`src/rtl/vmem_port_arbiter.sv`:
```
// Arbitrates the shared DDR MCB command path between the display read engine
// and the two capture writers: one line burst per grant, reads first, writers round-robin.
module vmem_port_arbiter #(
  parameter int TIMEOUT = 4095,
  parameter int PEND_W  = 3
) (
  input  logic              i_pclk,
  input  logic              i_rst,
  input  logic              i_frame_clr,
  input  logic              i_rd_req,
  input  logic [1:0]        i_wr_req,
  input  logic              i_rd_done,
  input  logic [1:0]        i_wr_done,
  output logic              o_rd_en,
  output logic [1:0]        o_wr_en,
  output logic [1:0]        o_arb_state,
  output logic              o_busy,
  output logic [PEND_W-1:0] o_rd_pend,
  output logic              o_ovf_err,
  output logic              o_tmo_err,
  output logic [15:0]       o_grant_cnt
);

  typedef enum logic [1:0] {
    S_IDLE     = 2'd0,
    S_GRANT_RD = 2'd1,
    S_GRANT_WR = 2'd2,
    S_RELEASE  = 2'd3
  } state_t;

  // Owner codes are chosen to equal the arb_state code of that owner.
  localparam logic [1:0]        OWN_RD    = 2'b00;
  localparam logic [1:0]        OWN_W0    = 2'b01;
  localparam logic [1:0]        OWN_W1    = 2'b10;
  localparam logic [1:0]        ARB_NONE  = 2'b11;
  localparam logic [PEND_W-1:0] PEND_ZERO = {PEND_W{1'b0}};
  localparam logic [PEND_W-1:0] PEND_ONE  = {{(PEND_W-1){1'b0}}, 1'b1};
  localparam logic [PEND_W-1:0] PEND_MAX  = {PEND_W{1'b1}};
  localparam logic [11:0]       WDOG_LAST = 12'(TIMEOUT - 1);

  state_t            r_state, w_state_nxt;
  logic [1:0]        r_owner, w_owner_nxt;
  logic              r_rr_ptr, w_rr_ptr_nxt;
  logic [11:0]       r_wdog;
  logic [PEND_W-1:0] r_rd_pend, w_pend_nxt;
  logic              r_ovf_err, r_tmo_err, w_ovf_set;
  logic [15:0]       r_grant_cnt;
  logic              r_rd_en, r_busy;
  logic [1:0]        r_wr_en, r_arb_state;
  logic              w_rd_en_nxt, w_busy_nxt;
  logic [1:0]        w_wr_en_nxt, w_arb_nxt;
  logic              w_owner_done, w_granted, w_done_evt, w_tmo_evt, w_rd_cmpl;

  always_comb begin
    case (r_owner)
      OWN_RD:  w_owner_done = i_rd_done;
      OWN_W0:  w_owner_done = i_wr_done[0];
      OWN_W1:  w_owner_done = i_wr_done[1];
      default: w_owner_done = 1'b0;
    endcase
  end

  assign w_granted  = (r_state == S_GRANT_RD) || (r_state == S_GRANT_WR);
  assign w_done_evt = w_granted && w_owner_done;
  assign w_tmo_evt  = w_granted && !w_owner_done && (r_wdog == WDOG_LAST);
  assign w_rd_cmpl  = w_done_evt && (r_state == S_GRANT_RD);

  // A frame clear overrides both a request and a completion in the same cycle.
  always_comb begin
    w_pend_nxt = r_rd_pend;
    w_ovf_set  = 1'b0;
    if (i_frame_clr) begin
      w_pend_nxt = i_rd_req ? PEND_ONE : PEND_ZERO;
    end else if (i_rd_req && !w_rd_cmpl) begin
      if (r_rd_pend == PEND_MAX) w_ovf_set = 1'b1;
      else                       w_pend_nxt = r_rd_pend + PEND_ONE;
    end else if (!i_rd_req && w_rd_cmpl) begin
      if (r_rd_pend != PEND_ZERO) w_pend_nxt = r_rd_pend - PEND_ONE;
      else                        w_pend_nxt = PEND_ZERO;
    end else begin
      w_pend_nxt = r_rd_pend;
    end
  end

  always_ff @(posedge i_pclk) begin
    if (i_rst) begin
      r_state  <= S_IDLE;
      r_owner  <= OWN_RD;
      r_rr_ptr <= 1'b0;
    end else begin
      r_state  <= w_state_nxt;
      r_owner  <= w_owner_nxt;
      r_rr_ptr <= w_rr_ptr_nxt;
    end
  end

  // IDLE looks at the updated pending count so a request is granted the next cycle.
  always_comb begin
    w_state_nxt  = r_state;
    w_owner_nxt  = r_owner;
    w_rr_ptr_nxt = r_rr_ptr;
    case (r_state)
      S_IDLE: begin
        if (w_pend_nxt != PEND_ZERO) begin
          w_state_nxt = S_GRANT_RD;
          w_owner_nxt = OWN_RD;
        end else if (i_wr_req == 2'b01) begin
          w_state_nxt = S_GRANT_WR;
          w_owner_nxt = OWN_W0;
        end else if (i_wr_req == 2'b10) begin
          w_state_nxt = S_GRANT_WR;
          w_owner_nxt = OWN_W1;
        end else if (i_wr_req == 2'b11) begin
          w_state_nxt  = S_GRANT_WR;
          w_owner_nxt  = r_rr_ptr ? OWN_W1 : OWN_W0;
          w_rr_ptr_nxt = ~r_rr_ptr;
        end else begin
          w_state_nxt = S_IDLE;
        end
      end
      S_GRANT_RD, S_GRANT_WR: begin
        if (w_done_evt || w_tmo_evt) w_state_nxt = S_RELEASE;
        else                         w_state_nxt = r_state;
      end
      S_RELEASE: begin
        if (!w_owner_done) w_state_nxt = S_IDLE;
        else               w_state_nxt = S_RELEASE;
      end
      default: w_state_nxt = S_IDLE;
    endcase
  end

  always_comb begin
    w_busy_nxt  = (w_state_nxt == S_GRANT_RD) || (w_state_nxt == S_GRANT_WR);
    w_rd_en_nxt = (w_state_nxt == S_GRANT_RD);
    w_arb_nxt   = w_busy_nxt ? w_owner_nxt : ARB_NONE;
    if (w_state_nxt == S_GRANT_WR) w_wr_en_nxt = (w_owner_nxt == OWN_W1) ? 2'b10 : 2'b01;
    else                           w_wr_en_nxt = 2'b00;
  end

  always_ff @(posedge i_pclk) begin
    if (i_rst) begin
      r_rd_en     <= 1'b0;
      r_wr_en     <= 2'b00;
      r_arb_state <= ARB_NONE;
      r_busy      <= 1'b0;
    end else begin
      r_rd_en     <= w_rd_en_nxt;
      r_wr_en     <= w_wr_en_nxt;
      r_arb_state <= w_arb_nxt;
      r_busy      <= w_busy_nxt;
    end
  end

  // A watchdog firing in the same cycle as frame_clr leaves tmo_err set.
  always_ff @(posedge i_pclk) begin
    if (i_rst) begin
      r_wdog      <= 12'd0;
      r_rd_pend   <= PEND_ZERO;
      r_ovf_err   <= 1'b0;
      r_tmo_err   <= 1'b0;
      r_grant_cnt <= 16'd0;
    end else begin
      r_wdog      <= (w_granted && (w_state_nxt != S_RELEASE)) ? r_wdog + 12'd1 : 12'd0;
      r_rd_pend   <= w_pend_nxt;
      r_ovf_err   <= w_ovf_set ? 1'b1 : (i_frame_clr ? 1'b0 : r_ovf_err);
      r_tmo_err   <= w_tmo_evt ? 1'b1 : (i_frame_clr ? 1'b0 : r_tmo_err);
      r_grant_cnt <= w_done_evt ? r_grant_cnt + 16'd1 : r_grant_cnt;
    end
  end

  assign o_rd_en     = r_rd_en;
  assign o_wr_en     = r_wr_en;
  assign o_arb_state = r_arb_state;
  assign o_busy      = r_busy;
  assign o_rd_pend   = r_rd_pend;
  assign o_ovf_err   = r_ovf_err;
  assign o_tmo_err   = r_tmo_err;
  assign o_grant_cnt = r_grant_cnt;

endmodule

```
`config.mk`:
```
export PLATFORM = sky130hd
export DESIGN_NAME = vmem_port_arbiter
export DESIGN_NICKNAME = d
export VERILOG_FILES = /design/src/rtl/vmem_port_arbiter.sv
export SDC_FILE = /design/constraint.sdc
export NUM_CORES = 1
export LEC_CHECK = 0
export BUFFER_PORTS_ARGS = -buffer_cell sky130_fd_sc_hd__buf_2
export CORE_ASPECT_RATIO = 2
export CORE_UTILIZATION = 44
export CTS_BUF_LIST = sky130_fd_sc_hd__clkbuf_4
export DETAILED_ROUTE_END_ITERATION = 12
export PLACE_DENSITY = 0.71
export SLEW_MARGIN = 10
export SYNTH_ARGS = -nofsm -noshare
export SYNTH_HDL_FRONTEND = slang
export SYNTH_SLANG_ARGS = --single-unit
export TNS_END_PERCENT = 10
```
`constraint.sdc`:
```
create_clock -name i_pclk -period 5.1 [get_ports i_pclk]
set_input_delay 0.765 -clock i_pclk [delete_from_list [all_inputs] [get_ports i_pclk]]
set_output_delay 0.765 -clock i_pclk [all_outputs]
set_load 0.02 [all_outputs]
```
==> key figures, run 1 <==
Die
  – Chip Width: between 50 and 60 um
  – Initial Util: between 40% and 50%
  – Die ar.: roughly 5500 um2
  – Core area: 4910 um2
  – I/O pin count: 36
  – Chip height: approximately 100 um
  – Rows: 36

Drt
  – DR pass1 iterations: 4
  – Routed via count: approximately 1,900
  – Initial drt markers: 43
  – ANT nets after route: 0
  – Routed WL: between 4 and 5 mm
  – DR WL/cell: around 13 um
  – Via density per instance: 5.417
  – # DRC: 0

Placed design
  – # port buffers: 35
  – DP HPWL: about 3.4 mm
  – Routability-driven placement congestion ratio: 0.8105

Synthesis
  – #FFs+latches synth: 44
  – Synth Warn #: 0
  – Synth Flop Type: dfxtp_1
  – Mapped Cells: ~250
  – Seq/Total Area, Yosys: between 30 and 40%
  – Synth top area cells: dfxtp_1 39%, ha_1 9.9%, nor2_1 6.1%, xnor2_1 4.6%, xor2_1 4.2%
  – Avg Inst Size Synth: a little under 9 um2
  – Post-synthesis async set-or-reset flop share: 0%
  – Mapped cell area: 2267 um2
  – EDFF count, synth: 0
  – Yosys top cell area share: 38.85%
  – Mapped Nets: ~280
  – Synth top cells by count: 44 x dfxtp_1, 37 x nor2_1, 18 x ha_1
  – Synth cell types: 52
  – Count leader, synth: dfxtp_1
  – Area leader, netlist: dfxtp_1

GRT
  – Largest net degree at the start of global routing: 34
  – First-pass GRT wire length: a little under 8 mm
  – Initial antenna violation count: 0
  – Total global routing overflow: 0
  – Total track usage: a little under a fifth
  – Vias in the first global route: 1,872

Timing
  – Final min period: 2.979 ns
  – Final period util: 58.42%
  – Max frequency: 0.3356 GHz
  – Total negative setup slack: 0 ns
  – Slew @ Worst Pin: 0.6075 ns
  – Worst relative slew slack: between 50% and 60%
  – Hold Worst Slack: between 0.4 and 0.5 ns
  – Clk_skew: roughly 0.0028 ns
  – Max-slew violations: 0
  – Fin. Hold Viols: 0
  – RSZ-0062 raised after global routing: false
  – Final Setup Violations: 0

Worst hold path
  – Hold crit path type: reg -> reg

Power
  – Leak: approximately 1.0 nW
  – Worst IR Drop VDD: between 0.0002 and 0.00025 V
  – Power density over the cells: around 350 nW/um2

CTS
  – Htree depth: 2
  – Cts hold-fix bufs: 0
  – Clk buf depth: 2
  – Clock latency on the worst-skew pair: ~0.36 ns
  – Post-CTS setup buffer count: 0
  – CTS tree: yes
  – Reg clk slew, reported paths: 0.12 ns
  – Post-cts resize count: 0
  – Total CTS buffers: 5
  – Clock sinks: 44
  – Clk root buf: clkbuf_4

Layout
  – Layout cells sized above 1: between 10% and 20%
  – Filler cell count: 485
  – N_diodes: 0
  – Nets: roughly 320
  – Area delta synth->final: 11.75%

Worst setup path
  – Setup crit start kind: register
  – Max stage delay on crit path: roughly 0.5 ns
  – Worst path required time: between 5 and 6 ns
  – Critical-path top delay cell: or3_1
  – Max FO, Critical Path: 12
  – Critical path arrival: around 3.3 ns
  – Critical path capture point type: register
  – Cell breakdown of the critical path: inv_1 > ha_1 > nand3_1 > o22a_2 > a31oi_1 > and2_4 > a21oi_1 > ha_1 > or3_1 > a21oi_1
  – Critical path class: reg -> reg

Flow run
  – Max cap viols: 0

Status
  – Status: completed
-- registers in the layout, indices dropped and copies added, names as in the netlist --
name         count
o_ovf_err        1
o_busy           1
o_tmo_err        1
r_wdog          12
o_rd_en          1
r_state          2
o_wr_en          2
r_rr_ptr         1
o_arb_state      2
o_rd_pend        3
o_grant_cnt     16
r_owner          2
-- layout by cell type (no fill, tap or decap), types with 2 or more instances in the layout --
cell / instances
nand4_1: 11
ha_1: 18
clkinv_2: 2
xnor2_1: 12
o22ai_1: 2
or3_1: 5
inv_1: 14
nand3b_1: 3
nor2b_1: 3
nor3_1: 9
nand3_1: 7
nor4_1: 2
mux2i_1: 4
nand2_1: 14
nor2_1: 37
mux2_2: 2
dfxtp_1: 44
o21ai_0: 7
a21oi_1: 10
xor2_1: 11
clkbuf_4: 5
nand2b_1: 3
o21a_1: 2
buf_2: 35
o211ai_1: 2
-- layout make-up --
class                      count  area [um2]  share of cell area [%]
multi-input combinational    190        1303                   51.41
sequential                    44       880.8                   34.77
timing repair buffer          35       175.2                   6.914
tap                           57       71.32                   2.815
inverter                      14       52.55                   2.074
clock buffer                   5       37.54                   1.481
clock inverter                 3       13.76                  0.5432
-- logic make-up after synthesis --
kind of cell	count (synthesis)	share of synthesized area [%]
AND/OR/NAND/NOR	101	22.52
flip-flops	44	38.85
AO/OA/AOI/OAI	41	12.75
XOR/XNOR	23	8.885
buffers and inverters	20	3.697
adder cells (fa/ha/maj)	18	9.934
multiplexers	7	3.366
-- critical path: cells and delay by family, from the launching register on --
kind / cells / cell delay (ns)
buffers and inverters: 1 / 0.08
AOI/OAI and AO/OA: 4 / 0.95
adders and majority gates: 2 / 0.59
and+or+nand+nor: 3 / 0.89
DFF: 1 / 0.41
-- worst paths after layout --
check,from,endpoint,slack [ns],depth (start not counted)
worst max-delay path,r_state[0],r_wdog[6],2.12,10
worst min-delay path,r_wdog[0],r_wdog[0],0.48,1
worst max register to register,r_state[0],r_wdog[6],2.12,10
worst min register to register,r_wdog[0],r_wdog[0],0.48,1
-- per-layer routing --
metal | track usage, % | share of wire, % | routed length, um | up-vias
li1 | - | - | - | 951
met5 | 0 | 0 | 0 | -
met3 | 4.258 | 3.2 | 145 | 8
met2 | 34.36 | 55 | 2482 | 31
met1 | 19.00 | 39 | 1758 | 895
met4 | 8.459 | 2.2 | 98 | 0
-- metrics by stage --
step	utilization [%]	area (um2)	instances	setup slack [ns]	power [mW]
global route	51.61	2534	348	1.795	0.9605
detailed placement	50.56	2482	340	1.901	0.7408
global placement	50.56	2482	340	1.930	0.7337
CTS	51.61	2534	348	2.090	0.9021
floorplan	-	2267	254	2.062	0.6599
finish	51.61	2534	348	2.121	0.8956
-- power by group --
group | total, mW | internal, mW | switching, mW
logic | 0.323 | 0.120 | 0.202
registers | 0.409 | 0.380 | 0.0281
clock network | 0.164 | 0.0507 | 0.113
total | 0.896 | 0.552 | 0.344
Power figures use the tool's default switching activity.
==> run 2, diff against run 1 <==
- clock period: 5.1 -> 3.1 ns (I/O delays scaled with it)
==> key figures, run 2 (synthesized netlist as in run 1, its figures left out) <==
Layout
  – Nets: 318 (+0.32%)
  – N_diodes: 0 (unchanged)
  – Max reg flops: 16 (unchanged)
  – Most frequent cells in the layout: 44 x dfxtp_1, 37 x nor2_1, 35 x buf_2, 17 x ha_1
  – Filler cell count: 474 (-2.3%)
  – Design area: 2560 um2 (+1.0%)
  – Area delta synth->final: 12.91%
  – Layout cells sized above 1: 19.93% (+1.7 points)
  – Post-layout util: 52.14% (+0.54 points)
  – Commonest non-fill, non-tap cell in the layout: dfxtp_1
  – Final non-filler cell total: 348 (unchanged)

GRT
  – Vias in the first global route: 1,843 (-1.5%)
  – First-pass GRT wire length: 7.914 mm (-0.43%)
  – Initial antenna violation count: 0 (unchanged)
  – Total track usage: 18.89% (about the same)
  – Largest net degree at the start of global routing: 34 (unchanged)
  – Total global routing overflow: 0 (unchanged)

Timing
  – Total negative setup slack: 0 ns (unchanged)
  – Max-slew violations: 0 (unchanged)
  – Hold Worst Slack: 0.3470 ns (-0.1299 ns)
  – Final period util: 92.55% (+34 points)
  – Slew @ Worst Pin: 0.6183 ns (+0.01087 ns)
  – Fin. Hold Viols: 0 (unchanged)
  – Final Setup Violations: 0 (unchanged)
  – Worst relative slew slack: 58.78% (-0.72 points)
  – Clk_skew: 0.01021 ns (+0.007363 ns)
  – Final min period: 2.869 ns (-0.1102 ns)
  – Max frequency: 0.3485 GHz (+3.8%)

Worst setup path
  – Critical path capture point type: register
  – Max FO, Critical Path: 6 (-6)
  – Worst r2r path cells: 11 (+1)
  – Critical path arrival: 3.09 ns (-0.19 ns)
  – Critical path class: reg -> reg
  – Setup crit start kind: register
  – Worst path required time: 3.32 ns (-2.08 ns)

Drt
  – Via density per instance: 5.443 (+0.48%)
  – DR pass1 iterations: 4 (unchanged)
  – DR WL/cell: 13.23 um (+2.7%)
  – Initial drt markers: 28 (-35%)
  – Routed via count: 1,894 (+0.48%)
  – ANT nets after route: 0 (unchanged)
  – # DRC: 0 (unchanged)
  – Routed WL: 4.605 mm (+2.7%)

Status
  – Status: completed

CTS
  – Total CTS buffers: 5 (unchanged)
  – CTS tree: yes
  – Clock latency on the worst-skew pair: 0.35 ns (about the same)
  – Clk buf depth: 2 (unchanged)
  – Post-CTS setup buffer count: 0 (unchanged)
  – Clock sinks: 44 (unchanged)
  – Reg clk slew, reported paths: 0.12 ns (about the same)
  – Clk root buf: clkbuf_4
  – Htree depth: 2 (unchanged)

Die
  – Chip Width: 52.76 um (unchanged)
  – Initial Util: 46.18% (unchanged)
  – Chip height: 103.5 um (unchanged)
  – Rows: 36 (unchanged)
  – Die ar.: 5461 um2 (unchanged)
  – I/O pin count: 36 (unchanged)
  – Core area: 4910 um2 (unchanged)

Placed design
  – # port buffers: 35 (unchanged)
  – Cell Area, Placed: 2490 um2 (+0.30%)
  – DP HPWL: 3.469 mm (+2.2%)
  – Placed cells: 341 (+0.29%)
  – Routability-driven placement congestion ratio: 0.7994 (-1.4%)

Power
  – Switching pwr: 0.5689 mW (+65%)
  – Sw Ratio: 37.81% (-0.60 points)
  – Leak: 1.047 nW (+0.68%)
  – Internal Power: 0.9358 mW (+70%)
  – Clock power frac: 17.8% (-0.5 points)
  – Power density over the cells: 587.8 nW/um2 (+66%)
  – Combinational Power Share: 37.8% (+1.8 points)
  – Sequential cell fraction of total power: 44.4% (-1.2 points)
  – Worst IR Drop VDD: 0.0004070 V (+76%)

Worst hold path
  – Hold depth: 2 (+1)
  – Hold crit path type: in -> reg

Flow run
  – Max cap viols: 0 (unchanged)
## run 2: cell types whose count changed in the layout (fill, tap and decap cells not counted), sizes merged
cell,change
buf,+1
clkinv,-2
clkbuf,+1
## run 2: final timing paths
path	slack (ns)	end	start
max	0.23	o_arb_state[0]	r_state[0]
min	0.35	o_ovf_err	i_frame_clr
max reg2reg	0.23	o_arb_state[0]	r_state[0]
min reg2reg	0.49	r_wdog[0]	r_wdog[0]
## run 2: what timing repair did
action	in CTS	in global routing
hold buffers	0	0
resized for setup	0	4
endpoints found under the hold margin	0	0
setup endpoints to repair	0	16
## run 2: power groups by stage
| stage | clock, mW | combinational (mW) | sequential (mW) |
|---|---|---|---|
| 6_report | 0.268 | 0.568 | 0.668 |
| 5_1_grt | 0.299 | 0.628 | 0.678 |
| 4_1_cts | 0.279 | 0.545 | 0.669 |
| 3_5_place_dp | 0 | 0.541 | 0.682 |
| 3_3_place_gp | 0 | 0.533 | 0.677 |
| 2_1_floorplan | 0 | 0.365 | 0.720 |
## run 2: per-stage QoR
stage	worst slack, ns	power [mW]
2_1_floorplan	0.3622	1.086
3_5_place_dp	0.09657	1.223
3_3_place_gp	0.2049	1.209
5_1_grt	-0.03084	1.606
4_1_cts	0.05897	1.492
6_report	0.2308	1.505
## run 2: layout make-up
type	instances	area [um2]	area share, %
well taps	57	71.32	2.786
clock inverters	1	5.005	0.1955
inverters	14	52.55	2.053
flip-flops and latches	44	880.8	34.41
clock buffers	6	45.04	1.760
multi-input cells	190	1323	51.66
repair buffers	36	182.7	7.136
## run 2: critical path: stages, from the launching register on
cell	delay [ns]
dfxtp_1	0.41
inv_1	0.08
ha_2	0.38
nand3_1	0.11
o22a_2	0.28
o211ai_2	0.21
o21a_1	0.21
nand2_1	0.20
o22a_1	0.23
ha_1	0.29
nor2_1	0.20
o211ai_1	0.14
## run 2: per-layer routing
metal  vias to the layer above  wire (um)  GRT usage [%]
met5                         -          0              0
met4                         0         76          6.767
met3                         6        150          4.112
met2                        38       2612          34.54
met1                       894       1766          19.72
li1                        956          -              -
==> run 3, diff against run 2 <==
- CORE_MARGIN: default -> 2
==> key figures, run 3 (synthesized netlist as in run 1, its figures left out) <==
CTS
  – Cts hold-fix bufs: 0 (unchanged)
  – Clk root buf: clkbuf_4
  – CTS tree: yes
  – Reg clk slew, reported paths: 0.13 ns (about the same)
  – Clock latency on the worst-skew pair: 0.34 ns (about the same)
  – Total CTS buffers: 5 (unchanged)
  – Clk buf depth: 2 (unchanged)
  – Htree depth: 2 (unchanged)
  – Clock sinks: 44 (unchanged)

Die
  – Core area: 5046 um2 (+2.8%)
  – Rows: 37 (+2.8%)
  – I/O pin count: 36 (unchanged)
  – Chip Width: 54.76 um (+3.8%)
  – Chip height: 105.5 um (+1.9%)
  – Die ar.: 5777 um2 (+5.8%)
  – Initial Util: 44.93% (-1.2 points)

Layout
  – Layout cells sized above 1: 19.80% (-0.14 points)
  – N_diodes: 0 (unchanged)
  – Most frequent cells in the layout: 44 x dfxtp_1, 37 x nor2_1, 35 x buf_2, 18 x ha_1
  – Final non-filler cell total: 351 (+0.86%)
  – Filler cell count: 469 (-1.1%)
  – Post-layout util: 51.82% (-0.32 points)
  – Design area: 2615 um2 (+2.2%)
  – Commonest non-fill, non-tap cell in the layout: dfxtp_1
  – Nets: 320 (+0.63%)
  – Area delta synth->final: 15.34%
  – Max reg flops: 16 (unchanged)

Timing
  – Final period util: 90.91% (-1.6 points)
  – Clk_skew: 0.007870 ns (-0.002336 ns)
  – RSZ-0062 raised after global routing: false
  – Total negative setup slack: 0 ns (unchanged)
  – Worst relative slew slack: 60.28% (+1.5 points)
  – Max frequency: 0.3548 GHz (+1.8%)
  – Final Setup Violations: 0 (unchanged)
  – Setup slack after layout: 0.2818 ns (+0.05095 ns)
  – Fin. Hold Viols: 0 (unchanged)
  – Final min period: 2.818 ns (-0.05095 ns)
  – Hold Worst Slack: 0.3619 ns (+0.01481 ns)
  – Slew @ Worst Pin: 0.5958 ns (-0.02250 ns)
  – Max-slew violations: 0 (unchanged)

Placed design
  – Post-Place Worst Slack: 0.1745 ns (+0.07793 ns)
  – Cell Area, Placed: 2506 um2 (+0.65%)
  – # port buffers: 35 (unchanged)
  – DP HPWL: 3.470 mm (about the same)
  – Placed cells: 344 (+0.88%)
  – Routability-driven placement congestion ratio: 0.8652 (+8.2%)

GRT
  – Total track usage: 17.85% (-1.0 points)
  – Largest net degree at the start of global routing: 34 (unchanged)
  – Initial antenna violation count: 0 (unchanged)
  – Total global routing overflow: 0 (unchanged)
  – Vias in the first global route: 1,830 (-0.71%)
  – First-pass GRT wire length: 7.914 mm (unchanged)

Worst hold path
  – Hold crit path type: in -> reg

Worst setup path
  – Setup crit start kind: register
  – Critical path capture point type: register
  – WP buf/inv: 1 (unchanged)
  – Max FO, Critical Path: 12 (+6)
  – Worst path required time: 3.39 ns (+0.07 ns)
  – Critical path class: reg -> reg
  – Critical path arrival: 3.11 ns (+0.02 ns)
  – Critical-path top delay cell: dfxtp_1
  – Cell breakdown of the critical path: inv_1 > ha_1 > nand3b_1 > o22a_2 > mux2i_1 > o21a_1 > and2_4 > a21oi_1 > ha_1 > or3_4 > a21oi_1
  – Max stage delay on crit path: 0.41 ns (about the same)
  – Worst path top cell family by delay: simple AND/OR/NAND/NOR gates

Drt
  – Via density per instance: 5.419 (-0.44%)
  – DR pass1 iterations: 4 (unchanged)
  – Routed WL: 4.671 mm (+1.4%)
  – DR WL/cell: 13.31 um (+0.57%)
  – # DRC: 0 (unchanged)
  – Routed via count: 1,902 (+0.42%)
  – ANT nets after route: 0 (unchanged)
  – Initial drt markers: 25 (-11%)

Power
  – Worst IR Drop VDD: 0.0004023 V (-1.1%)
  – Final Total Pwr: 1.659 mW (+10%)
  – Leak: 1.077 nW (+2.9%)
  – Power density over the cells: 634.5 nW/um2 (+7.9%)

Flow run
  – Max cap viols: 0 (unchanged)

Status
  – Status: completed
## run 3: per-layer routing
metal	global-route usage, %	vias to the layer above	wire (um)
met2	28.83	49	2434
met4	7.321	0	68
met1	22.15	888	2010
li1	-	959	-
met5	0	-	0
met3	3.399	6	157
## run 3: worst reg2reg max path, stage by stage, from the launching register on
cell,delay (ns)
dfxtp_1,0.41
inv_1,0.09
ha_1,0.38
nand3b_1,0.12
o22a_2,0.28
mux2i_1,0.21
o21a_1,0.20
and2_4,0.20
a21oi_1,0.10
ha_1,0.21
or3_4,0.41
a21oi_1,0.15
## run 3: area by class of cell
cell class	count	area, um2	area share, %
inverter	14	52.55	2.010
tap	58	72.57	2.775
timing repair buffer	38	197.7	7.560
sequential	44	880.8	33.68
clock buffer	5	37.54	1.435
clock inverter	2	60.06	2.297
multi-input combinational	190	1314	50.24
## run 3: worst paths after layout
kind,slack (ns),to,start,depth (start not counted)
worst max register to register,0.28,r_wdog[6],r_state[0],11
worst max-delay path,0.28,r_wdog[6],r_state[0],11
worst min register to register,0.48,r_wdog[0],r_wdog[0],1
worst min-delay path,0.36,o_ovf_err,i_frame_clr,2
## run 3: where the power goes
group | total [mW] | internal, mW | leakage (nW) | switching [mW]
combinational | 0.564 | 0.218 | 0.669 | 0.345
clock | 0.426 | 0.247 | 0.0513 | 0.179
sequential | 0.670 | 0.626 | 0.357 | 0.0439
## run 3: what timing repair did
action,in CTS,in global routing
buffers inserted,0,0
gates resized for setup,0,2
endpoints found under the hold margin,0,0
endpoints found under the setup margin,0,13
